`config.mk`:
```
export PLATFORM = sky130hd
export DESIGN_NAME = reset_sequencer
export DESIGN_NICKNAME = d
export VERILOG_FILES = /design/src/rtl/reset_sequencer.sv
export SDC_FILE = /design/constraint.sdc
export NUM_CORES = 1
export LEC_CHECK = 0
export CAP_MARGIN = 10
export CORE_AREA = 5 5 83 47
export CTS_CLUSTER_SIZE = 30
export DETAILED_ROUTE_END_ITERATION = 8
export DIE_AREA = 0 0 88 52
export PLACE_DENSITY = 0.7
export SYNTH_ARGS = -nofsm -noshare
export SYNTH_HDL_FRONTEND = slang
export SYNTH_SLANG_ARGS = --single-unit
```
`constraint.sdc`:
```
create_clock -name sync_clk -period 4 [get_ports sync_clk]
set_input_delay 0.6 -clock sync_clk [delete_from_list [all_inputs] [get_ports sync_clk]]
set_output_delay 0.6 -clock sync_clk [all_outputs]
set_load 0.01 [all_outputs]
```
`src/rtl/reset_sequencer.sv`:
```
// reset_sequencer: releases NUM_STAGES downstream reset domains one at a time after a
// hold period, waiting for each stage's init-done (with optional timeout) and an idle gap.
module reset_sequencer #(
    parameter int unsigned NUM_STAGES          = 4,
    parameter int unsigned HOLD_CYCLES         = 16,
    parameter int unsigned STAGE_GAP_CYCLES    = 8,
    parameter int unsigned DONE_TIMEOUT_CYCLES = 1024,
    parameter int unsigned WAIT_FOR_DONE       = 1
) (
    input  logic                          sync_clk,
    input  logic                          reset_n,
    input  logic                          soft_reset_req,
    input  logic [NUM_STAGES-1:0]         stage_done,
    output logic [NUM_STAGES-1:0]         stage_reset,
    output logic                          sys_ready,
    output logic                          timeout_err,
    output logic [$clog2(NUM_STAGES):0]   cur_stage
);

    localparam int unsigned SW      = $clog2(NUM_STAGES) + 1;
    localparam int unsigned MAX_HG  = (HOLD_CYCLES > STAGE_GAP_CYCLES) ? HOLD_CYCLES : STAGE_GAP_CYCLES;
    localparam int unsigned MAX_ALL = (MAX_HG > DONE_TIMEOUT_CYCLES) ? MAX_HG : DONE_TIMEOUT_CYCLES;
    localparam int unsigned CW      = $clog2(MAX_ALL + 1);
    localparam int unsigned TO_LAST = (DONE_TIMEOUT_CYCLES > 0) ? DONE_TIMEOUT_CYCLES - 1 : 0;

    localparam logic [CW-1:0] HOLD_LAST  = CW'(HOLD_CYCLES - 1);
    localparam logic [CW-1:0] GAP_LAST   = CW'(STAGE_GAP_CYCLES);
    localparam logic [CW-1:0] TIMEOUT_AT = CW'(TO_LAST);
    localparam logic [CW-1:0] CNT_MAX    = '1;
    localparam logic [SW-1:0] LAST_STAGE = SW'(NUM_STAGES - 1);

    typedef enum logic [2:0] {
        S_HOLD,
        S_WAIT,
        S_GAP,
        S_RUN,
        S_FAULT
    } state_t;

    state_t          state;
    logic [CW-1:0]   counter;
    logic            cur_done;
    logic [SW-1:0]   next_stage;

    // Done bit of the stage currently awaited; other stages' bits are ignored.
    always_comb begin
        cur_done = 1'b0;
        if (WAIT_FOR_DONE == 0) begin
            cur_done = 1'b1;
        end else begin
            for (int i = 0; i < int'(NUM_STAGES); i++) begin
                if (cur_stage == SW'(i)) begin
                    cur_done = stage_done[i];
                end
            end
        end
    end

    assign next_stage = cur_stage + SW'(1);

    // Sequencer FSM; all outputs are updated here so they come straight from flops.
    always_ff @(posedge sync_clk) begin
        if (!reset_n || soft_reset_req) begin
            state       <= S_HOLD;
            counter     <= '0;
            cur_stage   <= '0;
            stage_reset <= '1;
            sys_ready   <= 1'b0;
            timeout_err <= 1'b0;
        end else begin
            case (state)
                S_HOLD: begin
                    if (counter == HOLD_LAST) begin
                        stage_reset <= stage_reset & ~NUM_STAGES'(1);
                        counter     <= '0;
                        state       <= S_WAIT;
                    end else begin
                        counter <= counter + CW'(1);
                    end
                end
                S_WAIT: begin
                    if (cur_done) begin
                        counter <= '0;
                        if (cur_stage == LAST_STAGE) begin
                            state     <= S_RUN;
                            sys_ready <= 1'b1;
                        end else if (STAGE_GAP_CYCLES != 0) begin
                            state <= S_GAP;
                        end else begin
                            stage_reset <= stage_reset & ~(NUM_STAGES'(1) << next_stage);
                            cur_stage   <= next_stage;
                        end
                    end else if ((DONE_TIMEOUT_CYCLES != 0) && (counter == TIMEOUT_AT)) begin
                        state       <= S_FAULT;
                        counter     <= '0;
                        stage_reset <= '1;
                        sys_ready   <= 1'b0;
                        timeout_err <= 1'b1;
                    end else if (counter != CNT_MAX) begin
                        counter <= counter + CW'(1);
                    end
                end
                S_GAP: begin
                    // STAGE_GAP_CYCLES idle cycles, then the release on the following one.
                    if (counter == GAP_LAST) begin
                        stage_reset <= stage_reset & ~(NUM_STAGES'(1) << next_stage);
                        cur_stage   <= next_stage;
                        counter     <= '0;
                        state       <= S_WAIT;
                    end else begin
                        counter <= counter + CW'(1);
                    end
                end
                S_RUN: begin
                    sys_ready <= 1'b1;
                end
                S_FAULT: begin
                    stage_reset <= '1;
                    sys_ready   <= 1'b0;
                    timeout_err <= 1'b1;
                end
                default: begin
                    state   <= S_HOLD;
                    counter <= '0;
                end
            endcase
        end
    end

endmodule

```
# [Yosys cells after proc, flatten, opt, wreduce, memory -nomap -nowiden]
# Index checks and enable logic that the tools add are counted.
[totals] inputBits=7 register_bits=23
[op_classes] shifts=1 addsub=2 reduce_logical=16 eq_ne=18 mux=28 bitwise=4
[ops] op="$mux 11" count=5
[ops] op="$pmux 11 s4" count=1
[ops] op="$eq 11x4->1 const B" count=2
[ops] op="$pmux 4 s4" count=1
[ops] op="$eq 3x2->1 const B" count=4
[ops] op="$mux 3" count=4
[ops] op="$mux 4" count=3
[ops] op="$pmux 3 s4" count=1
[ops] op="$add 11x1->11 const B" count=1
[ops] op="$eq 11x10->1 const B" count=1
[ops] op="$mux 1" count=11
[ops] op="$ne 11x11->1 const B" count=1
[ops] op="$reduce_and 5->1" count=2
[ops] op="$ne 2x2->1 const B" count=4
[ops] op="$eq 3x1->1 const B" count=2
[ops] op="$logic_not 3->1" count=2
[ops] op="$ne 3x3->1 const B" count=2
[ops] op="$reduce_and 3->1" count=2
[ops] op="$reduce_bool 3->1" count=2
[ops] op="$and 4x4->4" count=1
[ops] op="$ne 4x4->1 const B" count=1
[ops] op="$not 4->4" count=1
[ops] op="$reduce_and 2->1" count=2
[ops] op="$reduce_and 4->1" count=1
[ops] op="11 further kinds" count=12

# [Logic depth before layout (Yosys ltp)]
[depth] word_depth=7 depth_mapped=8 ltp_nobuf=7

# [Least setup slack after synthesis]
# Ideal clock, no wire load.
[synth_timing] path_kind="flip-flop to flip-flop" startpoint="reg cur_stage[1]" endpoint="reg counter[3]" path_slack_ns=1.873 t_required_ns=3.929 t_arrival_ns=2.057 path_stages_with_launch=9 setup_ns=0.071 cell_sequence="dfxtp_1 -> inv_1 -> ha_1 -> nand3b_4 -> a2111oi_4 -> nor4bb_4 -> buf_6 -> or4_1 -> a21oi_1"
[synth_via] elab_chain_len=7 word_cells_on_any_way=12
[synth_lines] item="from (decl)" line_no="17" text="output logic [$clog2(NUM_STAGES):0] cur_stage"
[synth_lines] item="from (signal assigned)" line_no="91" text="cur_stage <= next_stage;"
[synth_lines] item="from (signal assigned)" line_no="107" text="cur_stage <= next_stage;"
[synth_lines] item="$logic_not 3->1" line_no="52" text="if (cur_stage == SW'(i)) begin"
[synth_lines] item="$mux 1 (3 in series)" line_no="52"
[synth_lines] item="$mux 1 *" line_no="52"
[synth_lines] item="$mux 11 or $ne 4x4->1 (tied branches)"
[synth_lines] item="$pmux 11 s4 or $reduce_and 2->1 (tied branches)"
[synth_lines] item="to (signal assigned)" line_no="78" text="counter <= counter + CW'(1);"
[synth_lines] item="to (signal assigned)" line_no="100" text="counter <= counter + CW'(1);"
[synth_lines] item="to (signal assigned)" line_no="111" text="counter <= counter + CW'(1);"
[synth_lines] item="to (decl)" line_no="41" text="logic [CW-1:0] counter;"
# Every way passes the cells marked *; elsewhere a longest branch is shown, timed or not.
# A chain may end at the register's enable or synchronous reset.

# [Worst setup path in the final report]
[layout_timing] startpoint="reg cur_stage[1]" endpoint="reg counter[10]"
# The elaborated chain is that of the path after synthesis.

==> summary.md <==
| Metric | Value |
|---|---|
| Clock Power Share | 36.8% |
| Combinational group share of total power | 5.3% |
| Count leader, synth | dfxtp_1 |
| Tot GR Track Use | 17.2% |
| Startpoint of the worst hold path | timeout_err |
| Post-DRT Antenna Nets | 0 |
| Post-Synth XOR/XNOR Area | 0.598% |
| Initial antenna violation count | 0 |
| Clk_lat worst skew | 270 ps |
| CP Launch Point | cur_stage[1] |
| GPL Wtd Cong | 0.847 |
| Actual slew at the worst max-slew pin | 1050 ps |
| Commonest cells post-synth | dfxtp_1 (23), a21oi_1 (13), nor2_1 (13) |
| EDFF count, synth | 0 |
| Met1 Use GR | 24.5% |
| Yosys top cell area share | 31.4% |
| Largest net degree at the start of global routing | 17 |
| Flop pwr share | 57.8% |
| Status | finished, final reports clean |
| Top_reg_cell synth | dfxtp_1 |
| Worst setup skew after layout | 1.87 ps |
| Core area | 3170 µm² |
| Area growth syn-to-layout | 14.3% |
| Clock sink total | 23 |
| First-pass GRT wire length | 6.01 mm |
| Avg Inst Size Synth | 8.88 µm² |
| Worst r2r src | cur_stage[1] |
| Final Non-Filler Cells | 219 |
| Mapped Cells | 165 |
| FMAX | 413 MHz |
| Max-Cap Viols | 0 |
| Post-layout util | 52.8% |
| DIE HEIGHT | 52 µm |
| Initial Utilization | 46.2% |
| H-tree levels | 1 |
| CTS tree | done |
| # IOs | 16 |
| Final Routed Wirelength | 3.58 mm |
| Mapped Nets | 181 |
| CTS Hold Bufs | 0 |
| Synth top area cells | dfxtp_1 (31%), ha_1 (7.7%), a21oi_1 (4.4%), nor2_1 (3.3%), a221o_1 (2.7%) |
| CP Capture Type | register |
| PD cells | 238 nW/µm² |
| Gr busiest metal | met2 |
| Via/cell ratio | 6.20 |
| Max rail drop VDD | 0.142 mV |
| Net Sw Power | 87.5 µW |
| DIE AREA | 4580 µm² |
| Seq/Total Area, Yosys | 31.4% |
| Max FO, Critical Path | 8 |
| Postcts setup bufs | 0 |
| ANT cells | 0 |
| Final Max Slew Viols | 0 |
| Final setup fails | 0 |
| Placed cells | 215 |
| Pwr Total | 399 µW |
| IO buf count | 15 |
| Post-Syn Area | 1470 µm² |
| Lkg Pwr | 0.571 nW |
| Main combinational cell family by area after synthesis | compound AO/OA/AOI/OAI gates |
| Final Critical Period | 2420 ps |
| Total iterations of the first detailed-routing run | 4 |
| Yosys reg bits | 23 |
| # DRC | 0 |
| Met2 Track Usage GR | 25.0% |
| Simple-Gate Fraction of Synth Area | 26.9% |
| Synth area leader | dfxtp_1 |
| DR vias | 1357 |
| Mux cell area share after synthesis | 0.683% |
| Post-Synth Adder-Cell Area | 7.69% |
| Synth async-reset ratio | 0% |
| # rows | 15 |
| Wire per inst | 16.3 µm |
| Vias in the first global route | 1235 |
| Slew HR | 30.0% |
| Die width | 88 µm |
| Final TNS setup | 0 ps |
| Nets | 194 |
| GR Overflow Total | 0 |
| Startpoint types | register |
| Min-Delay Path Class | register to register |
| Resized Gates After CTS | 0 |
| Switching part of the total | 21.9% |
| RSZ-0062 raised after global routing | false |
| Final Hold Viols | 0 |
| Ys Warns | 0 |
| Layout cells sized above 1 | 6.21% |
| Cell at the root of the clock tree | clkbuf_8 |
| DRT iter0 DRCs | 93 |
| Fin crit share | 60.5% |
| Largest buffer count on any clock path | 2 |
| Arrival time worst endpoint | 2550 ps |
| Crit Path Category | register to register |
| Critical path required time | 4130 ps |
| Clock transition at path regs | 80 ps |
| Pint | 312 µW |
| R2r setup slk | 1580 ps |
| TritonCTS Buffers | 3 |
| Hpwl dp | 2.74 mm |
| Met3 usage | 5.70% |
| Synth Area in Compound Gates | 28.6% |
| Post-synth cell types | 53 |
[routing by layer]
| metal | up-vias | wire length (µm) | share of wire (%) |
|---|---|---|---|
| li1 | 658 | - | - |
| met1 | 662 | 1800 | 50 |
| met2 | 33 | 1500 | 42 |
| met3 | 4 | 263 | 7.3 |
| met4 | 0 | 23 | 0.64 |
| met5 | - | 0 | 0 |
[power by group through the flow]
stage | Combinational, mW | Sequential (mW) | Clock, mW
after global routing | 0.0234 | 0.231 | 0.162
after global placement | 0.0207 | 0.236 | 0
after detailed placement | 0.0213 | 0.236 | 0
after CTS | 0.0214 | 0.231 | 0.152
final | 0.0212 | 0.231 | 0.147
after floorplan | 0.0119 | 0.236 | 0
[state kept, by name (all words and copies together) (netlist names)]
register     count
timeout_err      1
state            3
counter         11
cur_stage        3
stage_reset      4
sys_ready        1
[kinds of logic after synthesis]
| family | after synthesis |
|---|---|
| xor gates and xnor gates | 1 |
| buffers and inverters | 13 |
| adders and majority gates | 9 |
| muxes | 1 |
| DFF | 23 |
| AOI/OAI and AO/OA | 56 |
| and+or+nand+nor | 62 |
[final timing paths]
path                       to  cells after the start
hold reg to reg   timeout_err                      1
setup reg to reg  counter[10]                      7
setup / recovery  counter[10]                      7
hold / removal    timeout_err                      1
[area by class of cell]
type | count | area [µm²]
fillers | 298 | 1500
multi-input cells | 129 | 945
flip-flops and latches | 23 | 460
repair buffers | 15 | 150
well taps | 42 | 52.6
clock buffers | 4 | 45.0
inverters | 6 | 22.5
[metrics by stage]
stage,cell area (µm²),worst slack (ps),hold slack (ps)
2_1_floorplan,1470,1870,473
5_1_grt,1680,1300,504
3_3_place_gp,1630,1370,452
6_report,1680,1580,475
4_1_cts,1680,1580,483
3_5_place_dp,1630,1350,458
[layout by cell type, fill, tap and decap left out, drive strengths merged, types with 4 or more instances in the layout]
master,synthesis,routed
nor2b,5,5
dfxtp,23,23
nand3,7,7
a21oi,13,13
o31ai,5,5
o21a,4,4
inv,6,6
nor2,13,13
o21ai,8,8
clkbuf,2,4
ha,9,9
nand4,4,4
a221o,4,4
nand2,6,6
clkdlybuf4s50,0,15
and2,4,4
or4,4,4
[worst max-delay path, cell delays in order (launching register included)]
cell	delay, ps
dfxtp_1	440
inv_1	120
ha_1	250
nand3b_4	190
a2111oi_4	420
nor3_1	200
o31ai_2	560
a211oi_1	100
Power figures use the tool's default switching activity.
